### config.mk
export PLATFORM = sky130hd
export DESIGN_NAME = icache_direct
export DESIGN_NICKNAME = d
export VERILOG_FILES = /design/src/rtl/icache_pkg.sv /design/src/rtl/icache_frames.sv /design/src/rtl/icache_direct.sv
export SDC_FILE = /design/constraint.sdc
export NUM_CORES = 1
export LEC_CHECK = 0
export BUFFER_PORTS_ARGS = -buffer_cell sky130_fd_sc_hd__buf_2
export CORE_MARGIN = 3
export CORE_UTILIZATION = 30
export CTS_CLUSTER_DIAMETER = 40
export DETAILED_ROUTE_END_ITERATION = 10
export GPL_TIMING_DRIVEN = 0
export PLACE_DENSITY = 0.42
export SLEW_MARGIN = 20
export SYNTH_ARGS = -nofsm -noshare
export SYNTH_HDL_FRONTEND = slang
export SYNTH_SLANG_ARGS = --single-unit
### constraint.sdc
create_clock -name CLK -period 9.9 [get_ports CLK]
set_input_delay 0 -clock CLK [delete_from_list [all_inputs] [get_ports CLK]]
set_output_delay 0 -clock CLK [all_outputs]
set_load 0.02 [all_outputs]
### src/rtl/icache_pkg.sv
// Shared types and address helpers for the direct-mapped instruction cache.
package icache_pkg;
    localparam int ICACHE_SETS   = 16;
    localparam int ICACHE_WORD_W = 32;
    localparam int IDX_W         = $clog2(ICACHE_SETS);
    localparam int TAG_W         = ICACHE_WORD_W - IDX_W - 2;

    typedef enum logic {IDLE = 1'b0, FILL = 1'b1} icache_state_t;

    typedef struct packed {
        logic                     valid;
        logic [TAG_W-1:0]         tag;
        logic [ICACHE_WORD_W-1:0] data;
    } icache_frame_t;

    function automatic logic [IDX_W-1:0] icache_idx(input logic [ICACHE_WORD_W-1:0] addr);
        return addr[IDX_W+1:2];
    endfunction

    function automatic logic [TAG_W-1:0] icache_tag(input logic [ICACHE_WORD_W-1:0] addr);
        return addr[ICACHE_WORD_W-1:IDX_W+2];
    endfunction
endpackage

### src/rtl/icache_frames.sv
// Frame storage: combinational read port, synchronous write port, synchronous valid clear.
module icache_frames
    import icache_pkg::*;
#(
    parameter int SETS = ICACHE_SETS
) (
    input  logic                 CLK,
    input  logic                 RST,
    input  logic [IDX_W-1:0]     ridx,
    output icache_frame_t        rframe,
    input  logic                 we,
    input  logic [IDX_W-1:0]     widx,
    input  icache_frame_t        wframe
);
    logic [SETS-1:0]                 valid;
    logic [TAG_W-1:0]                tags  [SETS];
    logic [ICACHE_WORD_W-1:0]        datas [SETS];

    always_ff @(posedge CLK) begin
        if (RST)
            valid <= '0;
        else if (we)
            valid[widx] <= wframe.valid;
    end

    // Tag/data carry no reset; a reset-cycle write is dropped so nothing stale is kept.
    always_ff @(posedge CLK) begin
        if (we && !RST) begin
            tags[widx]  <= wframe.tag;
            datas[widx] <= wframe.data;
        end
    end

    always_comb begin
        rframe       = '0;
        rframe.valid = valid[ridx];
        rframe.tag   = tags[ridx];
        rframe.data  = datas[ridx];
    end
endmodule

### src/rtl/icache_direct.sv
// Direct-mapped read-only instruction cache: same-cycle hits, single-word fill FSM, perf counters.
module icache_direct
    import icache_pkg::*;
#(
    parameter int SETS   = ICACHE_SETS,
    parameter int WORD_W = ICACHE_WORD_W,
    parameter int CNT_W  = 32
) (
    input  logic              CLK,
    input  logic              RST,
    input  logic              imemREN,
    input  logic [WORD_W-1:0] imemaddr,
    output logic              ihit,
    output logic [WORD_W-1:0] imemload,
    output logic              iREN,
    output logic [WORD_W-1:0] iaddr,
    input  logic              iwait,
    input  logic [WORD_W-1:0] iload,
    input  logic              halt,
    output logic [CNT_W-1:0]  hit_count,
    output logic [CNT_W-1:0]  miss_count
);
    icache_state_t     state, state_nxt;
    logic [WORD_W-1:0] miss_addr;
    icache_frame_t     rframe, wframe;
    logic              we, miss_start, lookup_hit;

    icache_frames #(.SETS(SETS)) u_frames (
        .CLK    (CLK),
        .RST    (RST),
        .ridx   (icache_idx(imemaddr)),
        .rframe (rframe),
        .we     (we),
        .widx   (icache_idx(miss_addr)),
        .wframe (wframe)
    );

    assign lookup_hit = rframe.valid && (rframe.tag == icache_tag(imemaddr));

    always_comb begin
        wframe       = '0;
        wframe.valid = 1'b1;
        wframe.tag   = icache_tag(miss_addr);
        wframe.data  = iload;
    end

    // Outputs are gated by RST so the reset cycle itself is quiet.
    always_comb begin
        state_nxt  = state;
        ihit       = 1'b0;
        imemload   = '0;
        iREN       = 1'b0;
        iaddr      = '0;
        we         = 1'b0;
        miss_start = 1'b0;
        if (!RST) begin
            case (state)
                IDLE: begin
                    if (imemREN) begin
                        if (lookup_hit) begin
                            ihit     = 1'b1;
                            imemload = rframe.data;
                        end else begin
                            miss_start = 1'b1;
                            state_nxt  = FILL;
                        end
                    end
                end
                FILL: begin
                    // Fill always targets miss_addr; redirects wait until IDLE.
                    iREN  = 1'b1;
                    iaddr = miss_addr;
                    if (!iwait) begin
                        we        = 1'b1;
                        state_nxt = IDLE;
                    end
                end
                default: state_nxt = IDLE;
            endcase
        end
    end

    always_ff @(posedge CLK) begin
        if (RST) begin
            state      <= IDLE;
            miss_addr  <= '0;
            hit_count  <= '0;
            miss_count <= '0;
        end else begin
            state <= state_nxt;
            if (miss_start)
                miss_addr <= {imemaddr[WORD_W-1:2], 2'b00};
            if (!halt) begin
                if (ihit)
                    hit_count <= hit_count + 1'b1;
                if (miss_start)
                    miss_count <= miss_count + 1'b1;
            end
        end
    end
endmodule

==> reports/metrics.csv <==
stage,metric,value,unit
power_and_ir_drop,Clock power frac,51.6,%
setup_path,Slowest cell on crit path,nor4_1,
detailed_routing,routed len/inst,28.2,microns
synthesis,register bit total from synthesis,1039,
cts,# clock sinks,1039,
setup_path,R2R setup slack,5120,ps
synthesis,register area share after synthesis,72.7,%
power_and_ir_drop,sequential share of power,44.0,%
sta,RSZ-0062 raised after global routing,no,
setup_path,Crit Path Class,in2out,
detailed_routing,final antenna-violating net count,0,
sta,max_slew headroom,26.2,%
setup_path,Worst Setup End Kind,primary output,
cts,"Reg clk slew, reported paths",50,ps
setup_path,CP required,9900,ps
placed_design,Placer Congestion,0.873,
sta,clk_skew,31.3,ps
setup_path,CP dominant cell by count,buf_2,
floorplanning,initial core utilization,30.4,%
detailed_routing,number of DRC markers in iteration 0,2172,
setup_path,Worst R2R Start,u_frames.tags[13][16],
setup_path,R2R depth,12,
synthesis,ys flop type,edfxtp_1,
power_and_ir_drop,Gate power share,4.4,%
cts,Post-CTS Resized,0,
power_and_ir_drop,switching part of the total power,21.5,%
sta,min Tclk post-route,5820,ps
power_and_ir_drop,Worst VDD drop,0.000159,V
synthesis,top cell type's share of synthesized area,67.4,%
finish,Finished Layout Cells,4610,
worst_hold_path,hold depth,2,
cts,CTS tree,built,
worst_hold_path,Hold Path Sink,u_frames.datas[15][13],
synthesis,Syn Inst Count,2178,
cts,clk_lat worst skew,760,ps
synthesis,synth warn,0,
placed_design,# port buffers,191,
detailed_routing,WL final,130000,microns
power_and_ir_drop,Psw,0.00238,W
finish,Area growth syn-to-layout,26.6,%
outcome,status,"finished, final reports clean",
flow_run,max cap viols,0,
setup_path,delay of the slowest critical-path stage,830,ps
detailed_routing,via count,23800,
global_route,initial antenna violation count,8,
floorplanning,core area,136000,sq um
synthesis,Area contributors post-synth,"edfxtp_1 (67%), mux4_2 (14%), dfxtp_1 (5.4%)",
power_and_ir_drop,Internal,0.00866,W
sta,crit share post-route,58.8,%
synthesis,Post-synth EDFFs,928,
synthesis,Yosys cell types,72,
detailed_routing,# DRC,0,
cts,root buffer cell,clkbuf_16,
global_route,grt total ovfl,0,
global_route,Total GRT Usage,18.2,%
placed_design,Placed Cells,4247,
placed_design,post-DP HPWL,89800,microns
sta,worst slew pin tran,1110,ps
global_route,pin count of the biggest net entering global routing,19,
floorplanning,top-level I/O count,199,
setup_path,Startpoint Class,primary input,
floorplanning,Die H,377,microns
synthesis,"area leader, netlist",edfxtp_1,
setup_path,CP top delay family,buffers and inverters,
worst_hold_path,hold wc startpoint,iload[13],
setup_path,"Cell Chain, Critical Path",buf_2 > buf_2 > inv_1 > buf_2 > buf_2 > mux2i_1 > mux2i_1 > xnor2_1 > nand2_1 > nor4_1 > nand4_1 > clkbuf_1 > clkbuf_1 > nor2b_1 > buf_2,
cts,H-tree Lvls,4,
detailed_routing,Via-to-Cell Ratio,5.16,
global_route,first-pass GRT wire length,184000,microns
power_and_ir_drop,P_leak,17.6,nW
sta,fmax,0.172,GHz
cts,CTS Buf Count,159,
synthesis,Mapped Area,41400,sq um
detailed_routing,Initial DRT Pass Iterations,5,
setup_path,worst path bufs/invs,8,
global_route,vias in the first global route,24600,
floorplanning,# rows,135,
setup_path,Reg-to-Reg End,miss_count[1],
sta,final hold vios,0,
finish,share of cells above drive strength 1,32.3,%
synthesis,Post-Syn Area per Cell,19.0,sq um
synthesis,fraction of registers with async set/reset,0,%
floorplanning,Die Wd,377,microns
worst_hold_path,path type of the worst min-delay path,in2reg,
cts,clock tree buffer depth,3,
sta,minimum hold slack,167,ps
floorplanning,die area,142000,sq um
setup_path,Crit path arrival time,5820,ps
sta,Max Slew Vio Count,0,
finish,Final nets,2763,
setup_path,crit-path max FO,10,
sta,"Setup violations, final",0,
power_and_ir_drop,Pwr per Cell Area,211,nW/um^2
## layout by cell type, fill, tap and decap left out, drive strengths merged, types with 9 or more instances in the layout
master | netlist | final
mux2 | 12 | 12
or4 | 34 | 34
and2 | 19 | 19
nor4 | 9 | 9
o31ai | 33 | 33
dfxtp | 111 | 111
xnor2 | 16 | 16
nor2 | 73 | 73
o21a | 10 | 10
nand3 | 28 | 28
a21oi | 58 | 58
dlygate4sd3 | 0 | 65
nand2 | 39 | 39
nor3 | 31 | 31
clkinvlp | 0 | 12
buf | 63 | 349
or3 | 19 | 19
o21ai | 22 | 22
edfxtp | 928 | 928
mux4 | 249 | 249
bufinv | 0 | 22
clkbuf | 69 | 261
mux2i | 67 | 67
nor2b | 42 | 42
nand4 | 25 | 25
and3 | 68 | 68
inv | 18 | 38
a31o | 32 | 32
a22oi | 16 | 16
clkinv | 1 | 48
nand2b | 9 | 9
## synth_stat cells, types with 20 or more instances
library cell and count:
nand2_1 38, buf_2 20, nor2b_1 42, nand4_1 24
a21oi_1 58, and3_1 68, mux4_2 249, nand3_1 28
nor3_1 29, o31ai_1 33, o21ai_0 22, nor2_1 73
dfxtp_1 111, edfxtp_1 928, mux2i_1 67, or4_1 34
clkbuf_1 68
## power by group through the flow
stage               sequential (W)  clock, W  combinational [W]
floorplan                  0.00492         0           0.000270
global placement           0.00494         0           0.000454
detailed placement         0.00494         0           0.000467
CTS                        0.00485   0.00582           0.000492
global route               0.00486   0.00602           0.000516
finish                     0.00486   0.00569           0.000484
## worst max-delay path by stage
stage                 from                     to  slack (ps)  depth (start not counted)
6_report       imemaddr[5]           imemload[31]        4080                         15
5_1_grt        imemaddr[5]           imemload[31]        3880                         15
4_1_cts        imemaddr[5]           imemload[14]        3920                         15
3_5_place_dp   imemaddr[5]           imemload[14]        3930                         15
3_3_place_gp         state  u_frames.datas[3][10]       -3220                          5
2_1_floorplan        state   u_frames.datas[0][0]        4260                          4
## routing by layer
layer / vias to the layer above / GRT usage (%) / share of wire [%] / wire length, microns
met2: 756 / 30.1 / 49 / 63500
met4: 2 / 5.96 / 2.7 / 3530
li1: 10100 / - / - / -
met5: - / 0 / 0.0062 / 8
met3: 210 / 3.30 / 5.0 / 6540
met1: 12700 / 24.2 / 43 / 56200
## final cells by class
cell class | instances | area (sq um)
fillers | 12500 | 83800
multi-input cells | 989 | 10600
inverters | 19 | 71.3
diodes | 6 | 15.0
repair buffers | 352 | 3160
flip-flops and latches | 1039 | 30100
clock buffers | 191 | 4240
clock inverters | 101 | 1230
plain buffers | 132 | 704
well taps | 1781 | 2230
## state kept, by name, indices dropped and copies added, names as in the netlist
signal / count
miss_count: 32
miss_addr: 30
u_frames.datas: 512
u_frames.valid: 16
u_frames.tags: 416
hit_count: 32
state: 1
## cells by family (layout without fill, tap and decap cells)
kind of cell	Yosys count	count (layout)	synth area share, %
AO/OA/AOI/OAI	222	222	3.79
XOR/XNOR	22	22	0.466
adder cells (fa/ha/maj)	2	2	0.0605
buffers and inverters	151	795	1.82
flip-flops	1039	1039	72.7
multiplexers	328	328	15.5
other	1	8	0.00906
AND/OR/NAND/NOR	413	413	5.60
## repair_timing
item	4_1_cts	5_1_grt
setup buffers	0	0
endpoints found under the hold margin	562	0
hold buffers	65	0
## stage by stage
step	utilization, %	worst slack (ps)	cell area, sq um	setup TNS (ps)	power [W]
after CTS	38.5	3920	52400	0	0.0112
final	38.5	4080	52400	0	0.0110
after global placement	32.7	-3220	44600	-738130	0.00540
after global routing	38.5	3880	52400	0	0.0114
after floorplan	-	4260	41400	0	0.00519
after detailed placement	34.0	3930	46200	0	0.00541
Power figures use the tool's default switching activity.
